### config.mk
export PLATFORM = sky130hd
export DESIGN_NAME = sopc_clk_rst_ctrl
export DESIGN_NICKNAME = d
export VERILOG_FILES = /design/src/rtl/sopc_clk_rst_ctrl.sv
export SDC_FILE = /design/constraint.sdc
export NUM_CORES = 1
export LEC_CHECK = 0
export BUFFER_PORTS_ARGS = -buffer_cell sky130_fd_sc_hd__buf_2
export CAP_MARGIN = 20
export CELL_PAD_IN_SITES_DETAIL_PLACEMENT = 0
export CELL_PAD_IN_SITES_GLOBAL_PLACEMENT = 1
export CORE_MARGIN = 10
export CORE_UTILIZATION = 40
export CTS_BUF_LIST = sky130_fd_sc_hd__clkbuf_4 sky130_fd_sc_hd__clkbuf_8
export DETAILED_ROUTE_END_ITERATION = 6
export PLACE_DENSITY_LB_ADDON = 0.1
export SLEW_MARGIN = 20
export SYNTH_ARGS = -nofsm -noshare
export SYNTH_HDL_FRONTEND = slang
export SYNTH_SLANG_ARGS = --single-unit
export TNS_END_PERCENT = 30
### constraint.sdc
create_clock -name clk -period 4.26 [get_ports clk]
set_input_delay 0.213 -clock clk [delete_from_list [all_inputs] [get_ports clk]]
set_output_delay 0.213 -clock clk [all_outputs]
set_load 0.05 [all_outputs]
### src/rtl/sopc_clk_rst_ctrl.sv
// sopc_clk_rst_ctrl: divided core/instruction clocks, core reset sequencing and a run/stop monitor
// that samples the core result on every core clock rising edge.
module sopc_clk_rst_ctrl #(
   parameter int INST_DIV   = 1,
   parameter int CORE_DIV   = 2,
   parameter int RST_HOLD   = 4,
   parameter int MAX_CYCLES = 0,
   parameter int RESULT_W   = 32
) (
   input  logic                clk,
   input  logic                rst,
   input  logic [RESULT_W-1:0] result,
   input  logic                halt_req,
   input  logic                restart,
   output logic                clk_core,
   output logic                clk_inst,
   output logic                core_rst,
   output logic                done,
   output logic [1:0]          stop_cause,
   output logic [31:0]         cycle_cnt,
   output logic [RESULT_W-1:0] result_q,
   output logic                result_chg,
   output logic [15:0]         chg_cnt
);
   localparam int IW = INST_DIV > 1 ? $clog2(INST_DIV) : 1;
   localparam int CW = CORE_DIV > 1 ? $clog2(CORE_DIV) : 1;
   localparam int HW = RST_HOLD > 1 ? $clog2(RST_HOLD) : 1;
   typedef enum logic [1:0] {HOLD, RUN, DONE} state_t;
   state_t              state_q, state_d;
   logic [IW-1:0]       inst_cnt_q, inst_cnt_d;
   logic [CW-1:0]       core_cnt_q, core_cnt_d;
   logic [HW-1:0]       hold_cnt_q, hold_cnt_d;
   logic                clk_inst_q, clk_inst_d, clk_core_q, clk_core_d;
   logic                core_rst_q, core_rst_d, done_q, done_d, chg_q, chg_d;
   logic [1:0]          stop_q, stop_d;
   logic [31:0]         cyc_q, cyc_d;
   logic [RESULT_W-1:0] res_q, res_d;
   logic [15:0]         chg_cnt_q, chg_cnt_d;
   logic                inst_run, core_run, inst_wrap, core_wrap, core_edge, limit, clear;

   // In DONE a divider only keeps running while its clock is low, so both clocks park high.
   always_comb begin
      inst_run   = state_q != DONE || !clk_inst_q;
      core_run   = state_q != DONE || !clk_core_q;
      inst_wrap  = inst_cnt_q == IW'(INST_DIV - 1);
      core_wrap  = core_cnt_q == CW'(CORE_DIV - 1);
      core_edge  = state_q == RUN && !clk_core_q && core_wrap;
      limit      = MAX_CYCLES != 0 && cyc_q == 32'(MAX_CYCLES);
      clear      = state_q == DONE && restart;
      inst_cnt_d = clear ? '0 : !inst_run ? inst_cnt_q : inst_wrap ? '0 : inst_cnt_q + 1'b1;
      core_cnt_d = clear ? '0 : !core_run ? core_cnt_q : core_wrap ? '0 : core_cnt_q + 1'b1;
      clk_inst_d = clear ? 1'b1 : inst_run && inst_wrap ? !clk_inst_q : clk_inst_q;
      clk_core_d = clear ? 1'b1 : core_run && core_wrap ? !clk_core_q : clk_core_q;
      hold_cnt_d = state_q == HOLD ? hold_cnt_q + 1'b1 : '0;
      state_d    = state_q == HOLD ? (hold_cnt_q == HW'(RST_HOLD - 1) ? RUN : HOLD) :
                   state_q == RUN  ? (halt_req || limit ? DONE : RUN) :
                   (restart ? HOLD : DONE);
      stop_d     = clear ? 2'b00 : state_q == RUN ? {limit, halt_req} : stop_q;
      cyc_d      = clear ? '0 : core_edge && cyc_q != '1 ? cyc_q + 32'd1 : cyc_q;
      chg_d      = core_edge && result != res_q;
      res_d      = clear ? '0 : core_edge ? result : res_q;
      chg_cnt_d  = clear ? '0 : chg_d && chg_cnt_q != '1 ? chg_cnt_q + 16'd1 : chg_cnt_q;
      core_rst_d = state_d == HOLD;
      done_d     = state_d == DONE;
   end

   always_ff @(posedge clk) begin
      if (rst) begin
         state_q    <= HOLD;
         inst_cnt_q <= '0;
         core_cnt_q <= '0;
         hold_cnt_q <= '0;
         clk_inst_q <= 1'b1;
         clk_core_q <= 1'b1;
         core_rst_q <= 1'b1;
         done_q     <= 1'b0;
         chg_q      <= 1'b0;
         stop_q     <= 2'b00;
         cyc_q      <= '0;
         res_q      <= '0;
         chg_cnt_q  <= '0;
      end else begin
         state_q    <= state_d;
         inst_cnt_q <= inst_cnt_d;
         core_cnt_q <= core_cnt_d;
         hold_cnt_q <= hold_cnt_d;
         clk_inst_q <= clk_inst_d;
         clk_core_q <= clk_core_d;
         core_rst_q <= core_rst_d;
         done_q     <= done_d;
         chg_q      <= chg_d;
         stop_q     <= stop_d;
         cyc_q      <= cyc_d;
         res_q      <= res_d;
         chg_cnt_q  <= chg_cnt_d;
      end
   end

   assign clk_core   = clk_core_q;
   assign clk_inst   = clk_inst_q;
   assign core_rst   = core_rst_q;
   assign done       = done_q;
   assign stop_cause = stop_q;
   assign cycle_cnt  = cyc_q;
   assign result_q   = res_q;
   assign result_chg = chg_q;
   assign chg_cnt    = chg_cnt_q;
endmodule

==> results.toml <==
[synth]
seq_area_frac_synth_pct = 43.3
synth.avg_cell_area_um2 = 8.26
yosysWarnings = 0
synth_flop_cell = "dfxtp_1"
ys_types = 43
synth.most_common_cell = "dfxtp_1"
ys_top_cells_by_area = "dfxtp_1 (43%), xor2_1 (7.9%), nand2_1 (7.5%)"
async_flop_share_pct = 0
synth_edf_count = 0
synth_seq_cells = 91
syn_area_um2 = 4210
syn_inst = 510
synth_top_cell_by_area = "dfxtp_1"
syn_nets = 549
synth_top_area_share_pct = 43.3
synthTopCellsByCount = "dfxtp_1 (91), nand2_1 (84), a21oi_1 (61)"

[setup_path]
endpoint_kind = "flip-flop"
cp_top_family = "simple AND/OR/NAND/NOR gates"
cpPeakStageDelay_ns = 0.61
setup.worst_path.start_class = "flip-flop"
slowest_stage = "nor4bb_4"
crit_type = "flip-flop to flip-flop"
path_max_fanout = 12
critical_path_buf_inv_count = 0
crit_chain = "nor4bb_4 -> and4_4 -> o311ai_4 -> or2_1 -> or3_1 -> a21oi_1"
required_ns = 4.53
arrival_ns = 2.70

[global_routing]
grt_max_degree = 56
grt_pass1_vias = 3762
overflow = 0
grt_usage_pct = 15.0
antenna_found_initial = 1
grt_pass1_wl_um = 18600

[layout]
drive_gt1_share_pct = 24.1
area_delta_synth_final_pct = 21.8
post-route-cell-area_um2 = 5130
multi_input_area_um2 = 2260
regArea_um2 = 1820
nFillCells = 1102
finalNetCount = 657
diodes = 0

[cts]
h-tree-depth = 3
path_clk_slew_ns = 0.09
clk_latency_ns = 0.35
cts_tree = "done"
clockBufferDepth = 2
postCtsSetupBuffers = 0
hold_buffers = 0
post_cts_resized = 0
cts-root-buf = "clkbuf_8"
numCtsBuffers = 9
cts_sinks = 91

[routing]
vias = 3915
route.final.wire_length_um = 11400
first_pass_iters = 4
route.detailed.drc = 0
drtAntennaViolNets = 0
wl_per_cell_um = 15.1
drtIter0Drc = 198
via_per_inst = 5.16

[power_and_ir_drop]
power.density_nw_per_um2 = 310
combPwrFrac_pct = 5.4
peakVddDrop_mv = 0.170
p_leak_nw = 2.10
p_int_w = 0.00123
clockPowerShare_pct = 40.2
power_frac_seq_pct = 54.3
power.total_w = 0.00159
swShare_pct = 22.6
p_switching_w = 0.000360

[sta]
slew_viol_final = 0
rsz0062_at_grt = "no"
max_freq_ghz = 0.412
worst_hold_slack_ns = 0.112
relSlewSlack_pct = 30.0
min_period_over_period_pct = 57.0
hold_violations = 0
finalSetupViolations = 0
tns_ns = 0
worst_pin_slew_ns = 1.05
fin_crit_ns = 2.43
worst_clock_skew_ns = 0.0111

[place]
gp_routability_congestion = 0.776
place.port_buffers = 121
hpwl_um = 8420
dpl-instance-area_um2 = 4910

[die]
rows = 37
ioPinCount = 123
initial_core_util_pct = 41.0
coreArea_um2 = 10300
dieArea_um2 = 15000
die_y_um = 123
die_w_um = 123

[min_path]
hp-class = "primary input to flip-flop"

[outcome]
outcome = "complete, no violations"

[flow_run]
cap_violations = 0
## cell type report
cell class | instances | share of cell area [%]
inverter | 7 | 0.512
multi-input combinational | 384 | 44.1
clock inverter | 5 | 1.51
timing repair buffer | 125 | 12.4
tap | 136 | 3.32
sequential | 91 | 35.5
clock buffer | 11 | 2.71
## power groups by stage
stage / combinational (W) / clock [W] / sequential (W)
after floorplan: 0.0000386 / 0 / 0.000895
after global placement: 0.0000873 / 0 / 0.000884
after detailed placement: 0.0000886 / 0 / 0.000884
after CTS: 0.0000888 / 0.000668 / 0.000864
after global routing: 0.0000958 / 0.000698 / 0.000866
final: 0.0000865 / 0.000640 / 0.000864
## kinds of logic after synthesis
kind of cell    after synthesis  synth area share [%]
fa+ha+maj                     3                 0.891
compound gates               97                  12.9
simple gates                227                  27.7
xor+xnor                     55                  11.4
mux                           1                 0.238
buf+inv                      35                  3.45
flops                        91                  43.3
other cells                   1                0.0890
## per-stage QoR
stage / setup WS, ns / utilization (%) / instances
final: 1.83 / 49.9 / 759
after CTS: 1.80 / 49.9 / 759
after global routing: 1.63 / 49.9 / 759
after floorplan: 1.79 / - / 510
after detailed placement: 1.85 / 47.8 / 743
after global placement: 1.89 / 47.8 / 743
## worst reg2reg max path, cell delays in order (launching register included)
cell      delay (ns)
dfxtp_1         0.43
nor4bb_4        0.61
and4_4          0.34
o311ai_4        0.15
or2_1           0.33
or3_1           0.36
a21oi_1         0.13
## worst paths after layout
kind	depth (start not counted)	slack (ns)	to	start
worst min-delay path	3	0.11	result_q[13]	result[13]
worst min register to register	1	0.41	clk_inst	clk_inst
worst max-delay path	6	1.83	cycle_cnt[31]	state_q[1]
worst max register to register	6	1.83	cycle_cnt[31]	state_q[1]
## routing by layer
layer | vias to the layer above | share of wire, % | track usage (%)
li1 | 1998 | - | -
met1 | 1807 | 43 | 17.7
met2 | 101 | 48 | 24.9
met3 | 9 | 9.0 | 5.92
met4 | 0 | 0.85 | 3.98
met5 | - | 0 | 0
## state kept, by name (all words and copies together) (netlist names)
register    cells
state_q         2
result_q       32
clk_inst        1
stop_cause      1
cycle_cnt      32
core_rst        1
chg_cnt        16
result_chg      1
clk_core        1
hold_cnt_q      2
core_cnt_q      1
done            1
## placed cells by master, fill, tap and decap left out, types with 16 or more instances in the layout
master   synthesis  routed
buf_2            2     121
xnor2_1         17      17
nand2_1         84      84
a21oi_1         61      61
nor2_1          30      30
nand3_1         16      16
dfxtp_1         91      91
xor2_1          38      38
o21ai_0         22      22
or3_1           23      23
No activity file was read; power rests on OpenSTA's default activity.
